`src/rtl/ysyx_22051013_pkg.sv`:
```
// Shared definitions for the ysyx_22051013 pipeline: occupancy encodings and default field widths.
package ysyx_22051013;

  typedef enum logic [1:0] {
    OCC_EMPTY = 2'd0,
    OCC_ONE   = 2'd1,
    OCC_FULL  = 2'd2
  } occ_e;

  localparam int INST_W    = 32;
  localparam int PC_W      = 64;
  localparam int REGADDR_W = 5;
  localparam int DATA_W    = 64;

endpackage

```
`src/rtl/ysyx_22051013_fwd_match.sv`:
```
// Single-port forwarding matcher over the two held entries; the younger skid entry wins.
module ysyx_22051013_fwd_match #(
  parameter int ADDR_W = 5,
  parameter int DATA_W = 64
) (
  input  logic [ADDR_W-1:0] addr,
  input  logic              m_valid,
  input  logic              m_rd_ena,
  input  logic [ADDR_W-1:0] m_rd_addr,
  input  logic [DATA_W-1:0] m_rd_data,
  input  logic              s_valid,
  input  logic              s_rd_ena,
  input  logic [ADDR_W-1:0] s_rd_addr,
  input  logic [DATA_W-1:0] s_rd_data,
  output logic              hit,
  output logic [DATA_W-1:0] data
);

  logic addr_nz;
  logic m_hit;
  logic s_hit;

  always_comb begin
    addr_nz = |addr;
    m_hit   = addr_nz & m_valid & m_rd_ena & (m_rd_addr == addr);
    s_hit   = addr_nz & s_valid & s_rd_ena & (s_rd_addr == addr);
    hit     = m_hit | s_hit;
    data    = '0;
    if (s_hit) begin
      data = s_rd_data;
    end else if (m_hit) begin
      data = m_rd_data;
    end
  end

endmodule

```
`src/rtl/ysyx_22051013_stage_skid_reg.sv`:
```
// Pipeline-stage register with valid/ready handshake, 2-entry skid buffer, flush and forwarding lookup.
module ysyx_22051013_stage_skid_reg
  import ysyx_22051013::*;
#(
  parameter int PAYLOAD_W = 160,
  parameter int RD_ADDR_W = REGADDR_W,
  parameter int RD_DATA_W = DATA_W,
  parameter int N_LOOKUP  = 2
) (
  input  logic                          clk,
  input  logic                          rst,
  input  logic                          flush,
  input  logic                          in_valid,
  output logic                          in_ready,
  input  logic [PAYLOAD_W-1:0]          in_payload,
  input  logic                          in_rd_ena,
  input  logic [RD_ADDR_W-1:0]          in_rd_addr,
  input  logic [RD_DATA_W-1:0]          in_rd_data,
  output logic                          out_valid,
  input  logic                          out_ready,
  output logic [PAYLOAD_W-1:0]          out_payload,
  output logic                          out_rd_ena,
  output logic [RD_ADDR_W-1:0]          out_rd_addr,
  output logic [RD_DATA_W-1:0]          out_rd_data,
  input  logic [N_LOOKUP*RD_ADDR_W-1:0] lookup_addr,
  output logic [N_LOOKUP-1:0]           lookup_hit,
  output logic [N_LOOKUP*RD_DATA_W-1:0] lookup_data,
  output logic [1:0]                    occupancy
);

  logic                 m_valid_q, m_valid_d;
  logic [PAYLOAD_W-1:0] m_payload_q, m_payload_d;
  logic                 m_rd_ena_q, m_rd_ena_d;
  logic [RD_ADDR_W-1:0] m_rd_addr_q, m_rd_addr_d;
  logic [RD_DATA_W-1:0] m_rd_data_q, m_rd_data_d;
  logic                 s_valid_q, s_valid_d;
  logic [PAYLOAD_W-1:0] s_payload_q, s_payload_d;
  logic                 s_rd_ena_q, s_rd_ena_d;
  logic [RD_ADDR_W-1:0] s_rd_addr_q, s_rd_addr_d;
  logic [RD_DATA_W-1:0] s_rd_data_q, s_rd_data_d;
  occ_e                 occ_q, occ_d;
  logic                 in_fire;
  logic                 out_fire;

  // in_ready depends only on the skid flop, which breaks the out_ready -> in_ready path.
  assign in_ready    = ~s_valid_q;
  assign out_valid   = m_valid_q;
  assign out_payload = m_payload_q;
  assign out_rd_ena  = m_valid_q & m_rd_ena_q;
  assign out_rd_addr = m_rd_addr_q;
  assign out_rd_data = m_rd_data_q;
  assign occupancy   = occ_q;
  assign in_fire     = in_valid & in_ready;
  assign out_fire    = m_valid_q & out_ready;

  always_comb begin
    m_valid_d   = m_valid_q;
    m_payload_d = m_payload_q;
    m_rd_ena_d  = m_rd_ena_q;
    m_rd_addr_d = m_rd_addr_q;
    m_rd_data_d = m_rd_data_q;
    s_valid_d   = s_valid_q;
    s_payload_d = s_payload_q;
    s_rd_ena_d  = s_rd_ena_q;
    s_rd_addr_d = s_rd_addr_q;
    s_rd_data_d = s_rd_data_q;
    if (flush) begin
      m_valid_d = 1'b0;
      s_valid_d = 1'b0;
    end else if (!s_valid_q && in_fire && (!m_valid_q || out_fire)) begin
      // Empty, or one entry leaving as a new one arrives: input goes straight to M.
      m_valid_d   = 1'b1;
      m_payload_d = in_payload;
      m_rd_ena_d  = in_rd_ena;
      m_rd_addr_d = in_rd_addr;
      m_rd_data_d = in_rd_data;
    end else if (m_valid_q && !s_valid_q && in_fire) begin
      s_valid_d   = 1'b1;
      s_payload_d = in_payload;
      s_rd_ena_d  = in_rd_ena;
      s_rd_addr_d = in_rd_addr;
      s_rd_data_d = in_rd_data;
    end else if (s_valid_q && out_fire) begin
      m_valid_d   = 1'b1;
      m_payload_d = s_payload_q;
      m_rd_ena_d  = s_rd_ena_q;
      m_rd_addr_d = s_rd_addr_q;
      m_rd_data_d = s_rd_data_q;
      s_valid_d   = 1'b0;
    end else if (out_fire) begin
      m_valid_d = 1'b0;
    end
    occ_d = s_valid_d ? OCC_FULL : (m_valid_d ? OCC_ONE : OCC_EMPTY);
  end

  always_ff @(posedge clk or negedge rst) begin
    if (!rst) begin
      m_valid_q   <= 1'b0;
      m_payload_q <= '0;
      m_rd_ena_q  <= 1'b0;
      m_rd_addr_q <= '0;
      m_rd_data_q <= '0;
      s_valid_q   <= 1'b0;
      s_payload_q <= '0;
      s_rd_ena_q  <= 1'b0;
      s_rd_addr_q <= '0;
      s_rd_data_q <= '0;
      occ_q       <= OCC_EMPTY;
    end else begin
      m_valid_q   <= m_valid_d;
      m_payload_q <= m_payload_d;
      m_rd_ena_q  <= m_rd_ena_d;
      m_rd_addr_q <= m_rd_addr_d;
      m_rd_data_q <= m_rd_data_d;
      s_valid_q   <= s_valid_d;
      s_payload_q <= s_payload_d;
      s_rd_ena_q  <= s_rd_ena_d;
      s_rd_addr_q <= s_rd_addr_d;
      s_rd_data_q <= s_rd_data_d;
      occ_q       <= occ_d;
    end
  end

  genvar gi;
  generate
    for (gi = 0; gi < N_LOOKUP; gi++) begin : g_lookup
      ysyx_22051013_fwd_match #(
        .ADDR_W(RD_ADDR_W),
        .DATA_W(RD_DATA_W)
      ) u_match (
        .addr      (lookup_addr[gi*RD_ADDR_W +: RD_ADDR_W]),
        .m_valid   (m_valid_q),
        .m_rd_ena  (m_rd_ena_q),
        .m_rd_addr (m_rd_addr_q),
        .m_rd_data (m_rd_data_q),
        .s_valid   (s_valid_q),
        .s_rd_ena  (s_rd_ena_q),
        .s_rd_addr (s_rd_addr_q),
        .s_rd_data (s_rd_data_q),
        .hit       (lookup_hit[gi]),
        .data      (lookup_data[gi*RD_DATA_W +: RD_DATA_W])
      );
    end
  endgenerate

endmodule
```
`config.mk`:
```
export PLATFORM = sky130hd
export DESIGN_NAME = ysyx_22051013_stage_skid_reg
export DESIGN_NICKNAME = d
export VERILOG_FILES = /design/src/rtl/ysyx_22051013_pkg.sv /design/src/rtl/ysyx_22051013_fwd_match.sv /design/src/rtl/ysyx_22051013_stage_skid_reg.sv
export SDC_FILE = /design/constraint.sdc
export NUM_CORES = 1
export LEC_CHECK = 0
export BUFFER_PORTS_ARGS = -buffer_cell sky130_fd_sc_hd__buf_2
export CORE_AREA = 2 2 236 238
export CTS_CLUSTER_SIZE = 14
export DETAILED_ROUTE_END_ITERATION = 10
export DIE_AREA = 0 0 238 240
export SLEW_MARGIN = 20
export SYNTH_ARGS = -nofsm -noshare
export SYNTH_HDL_FRONTEND = slang
export SYNTH_SLANG_ARGS = --single-unit
```
`constraint.sdc`:
```
create_clock -name clk -period 3.67 [get_ports clk]
set_clock_uncertainty 0.2 [all_clocks]
set_input_delay 0.5505 -clock clk [delete_from_list [all_inputs] [get_ports clk]]
set_output_delay 0.5505 -clock clk [all_outputs]
set_load 0.005 [all_outputs]
```
# Word level (Yosys, flattened, before mapping)
# Cells that the tools add are included.
totals:
  regBits: 464
  in_bits: 245
  out_inout_bits: 364
  wordCells: 76
classes:
  eq_ne: 5
  n_mux: 27
  bitwise: 20
  reduce_logical: 13
ops:
  columns: ["op", "count"]
  rows:
  - ["2-to-1 mux 160 bit", 3]
  - ["2-to-1 mux 64 bit", 7]
  - ["== test 5 bit", 4]
  - ["bitwise AND 1 bit", 15]
  - ["2-to-1 mux 5 bit", 3]
  - ["2-to-1 mux 1 bit", 13]
  - ["OR reduction 5 bit", 2]
  - ["AND reduction 3 bit", 2]
  - ["logical AND 1 bit", 5]
  - ["NOT 1 bit", 3]
  - ["logical NOT 1 bit", 2]
  - ["2-to-1 mux 2 bit", 1]
  - ["inequality test 2 bit, second input constant", 1]
  - ["OR 1 bit", 2]
  - ["nonzero test 2 bit", 1]
  - ["logical OR 1 bit", 1]

# Longest topological paths before layout
logic_depth:
  depth_word: 8
  depth_mapped: 8
  mapped_depth_nobuf: 4

# Cells and area by module
# Synthesis repeated with hierarchy kept, for this count alone.
hier_totals:
  cells_unflattened: 2187
  hier_area_um2: 25444.4
modules_own_cells:
  columns: ["mod", "n_inst", "cells_per_inst", "area_per_inst_um2", "seq_area_each_um2"]
  rows:
  - ["ysyx_22051013_stage_skid_reg", 1, 1837, 22246.3, 11586.1]
  - ["ysyx_22051013_fwd_match", 2, 175, 1599.0, 0.0]

# Worst setup path before layout
# Ideal clock, no wire load.
synth_timing:
  path_type: "input to output"
  startpoint: "in lookup_addr[5]"
  endpoint: "out lookup_hit[1]"
  arrival_time_ns: 2.025
  t_required_ns: 2.919
  slack_ns: 0.894
  cell_stages: 7
  path_buffers: 3
  path_cell_list: "or4_1 > nor2_1 > nor4_1 > buf_2 > buf_6 > or2_2 > buf_4"
synth_between:
  elab_chain_len: 5
  word_cells_on_any_way: 10
  classes_between: "eq/ne (2); bitwise (7); reduce/logical (1)"
synth_rtl:
  columns: ["element", "line_no", "rtl"]
  rows:
  - ["start, declared", "ysyx_22051013_stage_skid_reg.sv:25", "input logic [N_LOOKUP*RD_ADDR_W-1:0] lookup_addr,"]
  - ["OR reduction 5 bit", "ysyx_22051013_fwd_match.sv:24", "addr_nz = |addr;"]
  - ["bitwise AND 1 bit, on equally long branches (3 in series)", "ysyx_22051013_fwd_match.sv:25, ysyx_22051013_fwd_match.sv:26", null]
  - ["OR 1 bit *", "ysyx_22051013_fwd_match.sv:27", "hit = m_hit | s_hit;"]
  - ["end, declared", "ysyx_22051013_stage_skid_reg.sv:26", "output logic [N_LOOKUP-1:0] lookup_hit,"]
# Every way passes the cells marked *; elsewhere a longest branch is shown, timed or not.

# Worst setup path in the final report
layout_timing:
  startpoint: "reg m_rd_addr_q[3], in the netlist out_rd_addr[3]"
  endpoint: "out lookup_data[8]"
layout_between:
  elab_chain_len: 4
layout_rtl:
  columns: ["element", "line_no", "rtl"]
  rows:
  - ["start, declared", "ysyx_22051013_stage_skid_reg.sv:34", "logic [RD_ADDR_W-1:0] m_rd_addr_q, m_rd_addr_d;"]
  - ["start signal, assigned", "ysyx_22051013_stage_skid_reg.sv:113", "m_rd_addr_q <= m_rd_addr_d;"]
  - ["== test 5 bit", "ysyx_22051013_fwd_match.sv:25", "m_hit = addr_nz & m_valid & m_rd_ena & (m_rd_addr == addr);"]
  - ["bitwise AND 1 bit", "ysyx_22051013_fwd_match.sv:25", null]
  - ["2-to-1 mux 64 bit", "ysyx_22051013_fwd_match.sv:31", "end else if (m_hit) begin"]
  - ["2-to-1 mux 64 bit", "ysyx_22051013_fwd_match.sv:29", "if (s_hit) begin"]
  - ["end, declared", "ysyx_22051013_stage_skid_reg.sv:27", "output logic [N_LOOKUP*RD_DATA_W-1:0] lookup_data,"]
# No other way between the ends.

==> impl_metrics.yaml <==
synthesis:
  synth_common_cells: "dfrtp_1 (463), mux2_2 (270), a21oi_1 (233), nor2_1 (233), mux2i_1 (230)"
  synth-adder-area-share_pct: 0
  synth.distinct_cells: 34
  synth_top_family_by_area: "multiplexers"
  netlist.area_leader.share_pct: 52.4
  synth_compound_area_share_pct: 8.89
  yosysWarningCount: 0
  synth_area_per_cell_um2: 11.5
  synth_xor_area_share_pct: 0.752
  synth_top_cells_by_area: "dfrtp_1 (52%), mux2_2 (14%), mux2i_1 (10%)"
  synth_ff_type: "dfrtp_1"
  synth_most_common_cell: "dfrtp_1"
  yosysTopAreaCell: "dfrtp_1"
  syn-cell-area_um2: 22100
  syn_inst: 1920
  synth_nets: 2165
  synth-simple-area-share_pct: 7.89
  ys_seq_elements: 463
  synth_edf_count: 0
  async_reset_ff_share_pct: 100
  synth-seq-area-share_pct: 52.4
  synth_mux_area_share_pct: 25.4
floorplan:
  die_y_um: 240
  die-area_um2: 57100
  die_w_um: 238
  pin_count: 609
  core_area_um2: 54700
  start_util_pct: 40.5
  rows: 86
place:
  post-dp-hpwl_mm: 49.1
  gp_congestion: 0.894
  io_buffer_count: 608
  dpl_worst_slack_ns: 0.379
clock_tree:
  clkLatencyLatePin_ns: 0.59
  cts_buffers: 50
  postCtsSetupBuffers: 0
  ctsRootBufferMaster: "clkbuf_16"
  cts.clk_slew.worst_paths_ns: 0.06
  clock_path_buffers: 3
  clock_sinks: 463
  cts_tree: "done"
  htreeDepth: 2
critical_path:
  start_kind: "flip-flop"
  r2r-end: "s_payload_q[4]"
  worstPathRequired_ns: 2.92
  r2r_slack_ns: 1.11
  rr_worst_depth: 4
  r2r_start: "occupancy[1]"
  cp.arrival_ns: 2.78
  worstSetupPathType: "reg -> out"
  crit_fanout: 34
  endpoint_kind: "output port"
route:
  drc: 0
  finalWirelength_mm: 70.8
  viasPerCell: 5.35
  vias: 18347
  drtPass1Iterations: 5
  routedWlPerCell_um: 20.6
  drtAntennaViolNets: 0
  drt_iter0_markers: 1109
global_route:
  grt_pass1_wl_mm: 109
  grt_pass1_vias: 18600
  use_met1_pct: 30.4
  track_usage_pct: 24.2
  grt_max_degree: 142
  grt_use_met3_pct: 6.60
  overflow: 0
  grtUsageMet2_pct: 39.5
  grt-busiest-layer: "met2"
  antenna_found_initial: 12
sta:
  tightest_slew_ns: 0.799
  setup_violations: 0
  slew_headroom_pct: 46.7
  finalCritPeriodShare_pct: 96.3
  finalCriticalPeriod_ns: 3.53
  fin_setup_tns_ns: 0
  hold-worst-slack_ns: 0.0356
  hold_viol_final: 0
  rsz0062_at_grt: "no"
  max_freq_mhz: 283
  setup_ws_ns: 0.136
  drv_slew: 0
pwr:
  powerDensity_nw_per_um2: 546
  peakVddDrop_mv: 0.425
  leakagePower_nw: 14.1
run:
  drv_cap: 0
min_path:
  hold_start: "in_payload[3]"
  holdPathStages: 2
  holdPathEnd: "s_payload_q[3]"
  hp-class: "in -> reg"
finish:
  post-route-util_pct: 54.5
  drive_gt1_share_pct: 39.6
  final_nets: 2926
  area_delta_synth_final_pct: 34.8
outcome:
  status: "finished, final reports clean"
## cells by family after synthesis
kind of cell	count (synthesis)
AND/OR/NAND/NOR	385
multiplexers	524
AO/OA/AOI/OAI	305
XOR/XNOR	19
buffers and inverters	224
flip-flops	463
## cell type report
cell class                      count  area, um2
Fill cell                        4740      24800
Sequential cell                   463      11600
Multi-Input combinational cell   1234       9600
Timing Repair Buffer              868       5780
Clock buffer                       74       1500
Tap cell                          704        881
Inverter                           64        240
Clock inverter                     16        205
Antenna cell                        9       22.5
## flip-flops by register name, summed over array words and instances, names as in the netlist
register     count
s_rd_addr_q      5
out_rd_data     64
out_valid        1
s_payload_q    160
m_rd_ena_q       1
out_payload    160
s_rd_data_q     64
occupancy        2
out_rd_addr      5
s_rd_ena_q       1
## report_power, final
group	internal (mW)	switching, mW
Sequential	6.40	0.971
Combinational	1.87	1.86
Clock	3.05	2.11
Total	11.3	4.94
## layer usage
metal | part of all wire (%) | up-vias
met5 | 0.054 | -
met4 | 3.7 | 6
met3 | 8.1 | 168
met2 | 48 | 738
met1 | 40 | 9100
li1 | - | 8335
## cell usage in the layout, fill, tap and decap left out, types with 24 or more instances in the layout
| cell | count |
|---|---|
| buf_4 | 30 |
| o31ai_2 | 51 |
| mux2i_1 | 230 |
| a21oi_1 | 233 |
| mux2_2 | 270 |
| clkbuf_16 | 50 |
| nand3_1 | 69 |
| nor2_1 | 230 |
| buf_2 | 607 |
| nor4_1 | 60 |
| dfrtp_1 | 463 |
| dlygate4sd3_1 | 210 |
| mux2_1 | 24 |
| inv_1 | 64 |
## metrics by stage
step | std cells | power (mW) | cell area (um2)
6_report | 3432 | 16.3 | 29800
5_1_grt | 3431 | 17.1 | 29800
4_1_cts | 3422 | 16.4 | 29800
3_5_place_dp | 3122 | 10.9 | 25900
3_3_place_gp | 3122 | 10.8 | 25900
2_1_floorplan | 1920 | 9.20 | 22100
## worst max-delay path, cell delays in order, from the launching register on
cell and delay (ns):
dfrtp_1 0.47, xor2_1 0.22, a221oi_4 0.36, o2111ai_4 0.19, buf_4 0.33, o31ai_1 0.42, buf_2 0.19
## timing repair
action,CTS,global route
gates resized for setup,2,6
pin swaps,0,1
cloned,0,1
hold buffers,210,0
endpoints found under the hold margin,282,0
setup endpoints to repair,1,41
## worst max path at each step
stage                      end  slack [ns]            from
6_report        lookup_data[8]        0.14  out_rd_addr[3]
5_1_grt         lookup_data[8]        0.04  out_rd_addr[3]
3_3_place_gp   lookup_data[30]        0.46  lookup_addr[0]
4_1_cts        lookup_data[92]        0.08       out_valid
2_1_floorplan    lookup_hit[1]        0.89  lookup_addr[5]
3_5_place_dp   lookup_data[41]        0.38  lookup_addr[0]
No activity file was read; power rests on OpenSTA's default activity.
